===== src/rtl/gen_fip_conv_rr_sched.sv =====
// Round-robin scheduler that shares one saturating fixed-point width converter
// among N_REQ requesters, with a one-operand queue per requester and a 3-stage pipeline.
module gen_fip_conv_rr_sched #(
    parameter int N_REQ           = 4,
    parameter int IN_NUM_INT_W    = 6,
    parameter int IN_NUM_FRACT_W  = 11,
    parameter int OUT_NUM_INT_W   = 4,
    parameter int OUT_NUM_FRACT_W = 10,
    localparam int IN_NUM_W  = IN_NUM_INT_W + IN_NUM_FRACT_W,
    localparam int OUT_NUM_W = OUT_NUM_INT_W + OUT_NUM_FRACT_W,
    localparam int REQ_IDX_W = $clog2(N_REQ)
) (
    input  logic                      clk,
    input  logic                      rst,
    input  logic [N_REQ-1:0]          i_start_pls,
    input  logic [N_REQ*IN_NUM_W-1:0] i_num_arr,
    input  logic                      i_clr_sat_cnt,
    output logic [N_REQ-1:0]          o_pend,
    output logic [N_REQ-1:0]          o_drop_pls,
    output logic [N_REQ-1:0]          o_done_pls,
    output logic [OUT_NUM_W-1:0]      o_num,
    output logic                      o_sat_hi,
    output logic                      o_sat_lo,
    output logic [15:0]               o_sat_cnt
);

    // Pre-saturation value carries the input integer bits and the output fraction bits.
    localparam int VW = IN_NUM_INT_W + OUT_NUM_FRACT_W;
    localparam int CW = ((VW > OUT_NUM_W) ? VW : OUT_NUM_W) + 1;
    localparam logic [OUT_NUM_W-1:0] OUT_MAX = {1'b0, {(OUT_NUM_W-1){1'b1}}};
    localparam logic [OUT_NUM_W-1:0] OUT_MIN = {1'b1, {(OUT_NUM_W-1){1'b0}}};
    localparam logic signed [CW-1:0] MAX_C = CW'($signed(OUT_MAX));
    localparam logic signed [CW-1:0] MIN_C = CW'($signed(OUT_MIN));

    logic [N_REQ-1:0]          r_pend;
    logic [N_REQ-1:0]          r_drop;
    logic [IN_NUM_W-1:0]       r_hold [N_REQ];
    logic [REQ_IDX_W-1:0]      r_ptr;
    logic                      r_v1;
    logic [IN_NUM_W-1:0]       r_op;
    logic [REQ_IDX_W-1:0]      r_idx1;
    logic                      r_v2;
    logic [REQ_IDX_W-1:0]      r_idx2;
    logic [OUT_NUM_W-1:0]      r_num;
    logic                      r_hi;
    logic                      r_lo;
    logic [15:0]               r_sat_cnt;

    logic                      w_gnt_vld;
    logic [REQ_IDX_W-1:0]      w_gnt_idx;
    logic [REQ_IDX_W-1:0]      w_cand;
    logic [N_REQ-1:0]          w_gnt_oh;
    logic [N_REQ-1:0]          w_accept;
    logic signed [VW-1:0]      w_val;
    logic signed [CW-1:0]      w_ext;
    logic                      w_hi;
    logic                      w_lo;
    logic [OUT_NUM_W-1:0]      w_num;

    // First pending requester after the last grant, wrapping around.
    always_comb begin
        w_gnt_vld = 1'b0;
        w_gnt_idx = '0;
        w_cand    = '0;
        for (int i = 0; i < N_REQ; i++) begin
            w_cand = REQ_IDX_W'((int'(r_ptr) + 1 + i) % N_REQ);
            if (!w_gnt_vld && r_pend[w_cand]) begin
                w_gnt_vld = 1'b1;
                w_gnt_idx = w_cand;
            end
        end
    end

    assign w_gnt_oh = w_gnt_vld ? (N_REQ'(1) << w_gnt_idx) : '0;
    assign w_accept = i_start_pls & (~r_pend | w_gnt_oh);

    always_ff @(posedge clk) begin
        if (rst) begin
            r_pend <= '0;
            r_drop <= '0;
        end else begin
            r_drop <= i_start_pls & r_pend & ~w_gnt_oh;
            r_pend <= w_accept | (r_pend & ~w_gnt_oh);
        end
    end

    always_ff @(posedge clk) begin
        for (int k = 0; k < N_REQ; k++) begin
            if (w_accept[k]) begin
                r_hold[k] <= i_num_arr[k*IN_NUM_W +: IN_NUM_W];
            end
        end
    end

    always_ff @(posedge clk) begin
        if (rst) begin
            r_ptr  <= REQ_IDX_W'(N_REQ - 1);
            r_v1   <= 1'b0;
            r_op   <= '0;
            r_idx1 <= '0;
        end else begin
            r_v1 <= w_gnt_vld;
            if (w_gnt_vld) begin
                r_op   <= r_hold[w_gnt_idx];
                r_idx1 <= w_gnt_idx;
                r_ptr  <= w_gnt_idx;
            end
        end
    end

    // Fraction alignment: widening zero-fills, narrowing drops LSBs (floor).
    generate
        if (OUT_NUM_FRACT_W == IN_NUM_FRACT_W) begin : g_same
            assign w_val = r_op;
        end else if (OUT_NUM_FRACT_W > IN_NUM_FRACT_W) begin : g_widen
            assign w_val = {r_op, {(OUT_NUM_FRACT_W-IN_NUM_FRACT_W){1'b0}}};
        end else begin : g_narrow
            logic w_unused_lsbs;
            assign w_val         = r_op[IN_NUM_W-1:IN_NUM_FRACT_W-OUT_NUM_FRACT_W];
            assign w_unused_lsbs = ^r_op[IN_NUM_FRACT_W-OUT_NUM_FRACT_W-1:0];
        end
    endgenerate

    assign w_ext = CW'(w_val);
    assign w_hi  = (w_ext > MAX_C);
    assign w_lo  = (w_ext < MIN_C);
    assign w_num = w_hi ? OUT_MAX : (w_lo ? OUT_MIN : w_ext[OUT_NUM_W-1:0]);

    always_ff @(posedge clk) begin
        if (rst) begin
            r_v2   <= 1'b0;
            r_idx2 <= '0;
            r_num  <= '0;
            r_hi   <= 1'b0;
            r_lo   <= 1'b0;
        end else begin
            r_v2 <= r_v1;
            if (r_v1) begin
                r_idx2 <= r_idx1;
                r_num  <= w_num;
                r_hi   <= w_hi;
                r_lo   <= w_lo;
            end
        end
    end

    // Clear wins over a same-cycle increment; the count sticks at all ones.
    always_ff @(posedge clk) begin
        if (rst || i_clr_sat_cnt) begin
            r_sat_cnt <= '0;
        end else if (r_v2 && (r_hi || r_lo) && (r_sat_cnt != 16'hFFFF)) begin
            r_sat_cnt <= r_sat_cnt + 16'd1;
        end
    end

    assign o_pend     = r_pend;
    assign o_drop_pls = r_drop;
    assign o_done_pls = r_v2 ? (N_REQ'(1) << r_idx2) : '0;
    assign o_num      = r_num;
    assign o_sat_hi   = r_hi;
    assign o_sat_lo   = r_lo;
    assign o_sat_cnt  = r_sat_cnt;

endmodule

===== config.mk =====
export PLATFORM = sky130hd
export DESIGN_NAME = gen_fip_conv_rr_sched
export DESIGN_NICKNAME = d
export VERILOG_FILES = /design/src/rtl/gen_fip_conv_rr_sched.sv
export SDC_FILE = /design/constraint.sdc
export NUM_CORES = 1
export LEC_CHECK = 0
export CORE_UTILIZATION = 40
export DETAILED_ROUTE_END_ITERATION = 16
export DONT_BUFFER_PORTS = 1
export HOLD_SLACK_MARGIN = 0.06
export PLACE_DENSITY_LB_ADDON = 0.3
export SYNTH_ARGS = -nofsm -noshare
export SYNTH_HDL_FRONTEND = slang
export SYNTH_SLANG_ARGS = --single-unit

===== constraint.sdc =====
create_clock -name clk -period 2.2 [get_ports clk]
set_clock_uncertainty 0.05 [all_clocks]
set_input_delay 0 -clock clk [delete_from_list [all_inputs] [get_ports clk]]
set_output_delay 0 -clock clk [all_outputs]
set_load 0.02 [all_outputs]

# Word-level counts from Yosys, hierarchy flattened
# Memory sizes are Yosys's and may differ from the RTL's. A register that Yosys moved wholly into a read port is not among the register bits.
# Index checks and enable logic that the tools add are counted.
[classes] magnitude_cmp=6 n_bitwise=8 div_mod_pow=0 eq_ne=1 n_reduce_logical=10 add_sub_neg=5 shifts=2 multipliers=0 n_mux=28
[op_table] operator="14-bit two-way mux" n=2
[op_table] operator="16-bit by 1-bit adder with 16-bit output, second input constant" n=1
[op_table] operator="4-bit bitwise AND" n=4
[op_table] operator="16-bit by 14-bit greater-than comparator with 1-bit output, second input constant" n=1
[op_table] operator="16-bit by 14-bit < comparator with 1-bit output, second input constant" n=1
[op_table] operator="1-bit two-way mux" n=16
[op_table] operator="16-bit inequality test, second input constant" n=1
[op_table] operator="2-bit by 3-bit < comparator with 1-bit output, second input constant" n=4
[op_table] operator="1-bit binary-select mux with 2-bit select" n=4
[op_table] operator="2-bit two-way mux" n=4
[op_table] operator="4-bit two-way mux" n=2
[op_table] operator="4-bit inverter" n=2
[op_table] operator="4-bit OR" n=2
[op_table] operator="1-bit by 2-bit left shift with 4-bit output, first input constant" n=2
[op_table] operator="2-bit adder, second input constant" n=3
[op_table] operator="1-bit logical AND" n=5
[op_table] operator="1-bit zero test" n=3
[op_table] operator="2-bit by 1-bit adder with 2-bit output, second input constant" n=1
[op_table] operator="1-bit logical OR" n=2
[totals] input_bits=75 ram_bits=68 latchBits=0 word_cells=72 rom_bits=0 memories=1 reg_bits=48
[mem_list] memory="r_hold" depth=4 word_bits=17 read_ports=1 rd_clocked_by_memory_dff=1 wr=4 line="37" source="logic [IN_NUM_W-1:0] r_hold [N_REQ];"

# Depth between registers and ports, before layout
[depth] word_depth=19 mapped_depth=8 depth_no_buf=6

# Worst setup path before layout
# Ideal clock, no wire load.
[synth_timing] path_kind="register to register" start="register r_pend[2], in the netlist o_pend[2]" end="memory r_hold[0][10] (netlist name), enable pin" stages_incl_launch_ff=7 setup_time_ns=0.374 arrival_time_ns=1.892 path_slack_ns=-0.116 path_buffers=1 period_less_slack_ns=2.316 path_cell_list="dfxtp_1 > nand2b_1 > a21o_1 > clkbuf_1 > nand3_1 > o21ai_0 > and2_1"
[synth_lines] element="from (decl)" line="35" source="logic [N_REQ-1:0] r_pend;"
[synth_lines] element="from (signal assigned)" line="83" source="r_pend <= w_accept | (r_pend & ~w_gnt_oh);"
[synth_lines] element="to (decl)" line="37"

==> results_dict.tcl <==
set metrics [dict create \
    area_growth_pct 34.5 \
    fmax_ghz 0.485 \
    cts_root_buf "clkbuf_16" \
    wl_per_cell_um 16.7 \
    r2r-start "o_pend[0]" \
    peakVddDrop_v 0.000867 \
    vias 3566 \
    cap_violations 0 \
    cts_tree "built" \
    gp_congestion 0.832 \
    syn-instance-count 413 \
    fin_crit_sh 0.938 \
    initial_core_util 0.413 \
    startpoint_type "flop" \
    avgSynthCellArea_um2 12.1 \
    maxSlewViolCount 0 \
    cp_top_family "simple AND/OR/NAND/NOR gates" \
    die_area_mm2 0.0130 \
    path_cells "nand2b_1, a21bo_2, buf_4, nand3_1, o21ai_0, and2_4" \
    hold_ws_ns 0.156 \
    synth_nets 489 \
    leakagePower_nw 2.51 \
    syn-cell-area_mm2 0.00500 \
    max_stage_delay_ns 0.42 \
    rsz0062_at_grt "false" \
    yosys_register_bits 128 \
    wl_um 11600 \
    hold_violations 0 \
    yosysUniqueCellTypes 44 \
    io_pins 119 \
    cp_num_buf_inv 1 \
    crit_path_max_fanout 16 \
    postCtsSetupBuffers 0 \
    path_class "reg2reg" \
    maxSlewHeadroom 0.543 \
    cts.htree.levels 4 \
    min_path_type "in2reg" \
    numCtsBuffers 17 \
    worstMarginPinSlew_ns 0.684 \
    fin_crit_ns 2.06 \
    insertedDiodeCount 0 \
    yosysWarnings 0 \
    io_buffers 0 \
    cp-startpoint "o_pend[0]" \
    worstPathArrival_ns 2.10 \
    grt_pass1_vias 3654 \
    overflow 0 \
    clockBufferDepth 2 \
    final_layout_size_suffix_gt1_frac 0.139 \
    clkLatencyLatePin_ns 0.42 \
    core_area_mm2 0.0121 \
    required_ns 2.24 \
    fp.dieH_um 114 \
    detail-route-antenna-nets 0 \
    ys_seq_area_frac 0.640 \
    cp_slowest_cell "dfxtp_1" \
    first_pass_iters 4 \
    antenna_found_initial 0 \
    finalSetupViolCount 0 \
    crit_path_end_kind "flop" \
    finalSetupTns_ns 0 \
    grt_use_total 0.192 \
    rows 40 \
    finalNetCount 587 \
    clock-sinks 128 \
    status "finished, final reports clean" \
    hp-start "i_num_arr[7]" \
    grt_pass1_wl_um 18500 \
    clk_pin_slew_ns 0.06 \
    power.density_mw_per_mm2 981 \
    nFillCells 1039 \
    drc 0 \
    dp_hpwl_um 6910 \
    grt_start_max_net_pins 51 \
    viasPerCell 5.15 \
    drtIter0Drc 142 \
    finalCoreUtilization 0.555 \
    die_w_um 114 \
]
-- cell usage in the layout (no fill, tap or decap), types with 15 or more instances in the layout --
cell / n
dlygate4sd3_1: 72
dfxtp_1: 64
edfxtp_1: 64
mux2i_1: 30
buf_4: 26
a21oi_1: 25
o21ai_0: 24
nor2_1: 23
nand2b_1: 17
clkbuf_16: 17
nand3b_1: 16
nand2_1: 15
-- metrics by stage --
step / instance area, µm² / power (mW) / setup WS [ns] / instances
floorplan: 5010 / 3.37 / 0.0620 / 413
global placement: 5360 / 3.54 / 0.220 / 587
detailed placement: 5360 / 3.57 / 0.0508 / 587
CTS: 6720 / 6.63 / 0.0269 / 691
global route: 6730 / 6.87 / 0.0305 / 692
finish: 6730 / 6.60 / 0.137 / 692
-- synth_stat cells (all sizes together) --
cell type  instances  area, µm²
nor4b              1       8.76
nor3               6       30.0
inv               13       48.8
a21boi             2       15.0
o21a               1       7.51
xnor2              2       17.5
nand3b            16        120
nor3b              1       7.51
dfxtp             64       1280
xor2               8       70.1
nor2              23       86.3
o31ai              1       7.51
nor4               2       12.5
a21oi             25        125
a21o               1       7.51
clkbuf            18       67.6
nor2b              2       12.5
o221ai             9       78.8
or2                2       12.5
and2               5       31.3
and3               4       25.0
nand4              2       18.8
or4                2       15.0
o21ai             30        150
edfxtp            64       1920
nand2b            17        106
or3                4       25.0
buf                4       35.0
a21bo              1       10.0
nand3              6       35.0
and4               9       78.8
ha                 1       12.5
o22a               1       8.76
o211ai            13        103
o2111ai            1       8.76
nand2             15       56.3
mux2i             30        300
a31oi              7       43.8
-- cell families (layout without fill, tap and decap cells) --
| logic type | after synthesis | count (layout) | synth area share |
|---|---|---|---|
| multiplexers | 30 | 30 | 0.0600 |
| XOR/XNOR | 10 | 10 | 0.0175 |
| AO/OA/AOI/OAI | 92 | 92 | 0.113 |
| flip-flops | 128 | 128 | 0.640 |
| buffers and inverters | 35 | 146 | 0.0303 |
| adder cells (fa/ha/maj) | 1 | 1 | 0.00250 |
| AND/OR/NAND/NOR | 117 | 117 | 0.136 |
-- routing by layer --
| metal | share of wire | GRT usage |
|---|---|---|
| met4 | 0.017 | 0.0632 |
| met2 | 0.50 | 0.331 |
| met5 | 0 | 0 |
| met1 | 0.41 | 0.209 |
| met3 | 0.079 | 0.0893 |
-- path summary, 6_finish.rpt --
kind,to,slack (ns),cells after the start
min,r_hold[0][7],0.16,1
max reg2reg,r_hold[0][11],0.14,6
min reg2reg,r_idx1[0],0.41,2
max,r_hold[0][11],0.14,6
-- final cells by class --
| type | count | area, µm² | area share |
|---|---|---|---|
| clock inverters | 13 | 174 | 0.0259 |
| repair buffers | 101 | 976 | 0.145 |
| inverters | 13 | 48.8 | 0.00725 |
| clock buffers | 19 | 453 | 0.0673 |
| well taps | 168 | 210 | 0.0312 |
| multi-input cells | 250 | 1660 | 0.247 |
| flip-flops and latches | 128 | 3200 | 0.476 |
-- sequential cells by signal, indices dropped and copies added (netlist names) --
register    count
o_sat_cnt      16
o_drop_pls      4
o_sat_hi        1
o_num          14
r_idx2          2
r_idx1          2
r_op           16
o_sat_lo        1
r_v2            1
r_ptr           2
r_hold         64
r_v1            1
o_pend          4
-- what timing repair did --
action	CTS	global route
hold buffers	72	1
gates resized for setup	0	4
endpoints found under the setup margin	0	22
hold endpoints to repair	171	16
-- where the power goes --
group          switching (mW)  total, mW  internal (mW)
Sequential              0.161       2.90           2.73
Combinational           0.398      0.745          0.347
Clock                    1.10       2.96           1.86
Total                    1.66       6.60           4.94
No activity file was read; power rests on OpenSTA's default activity.
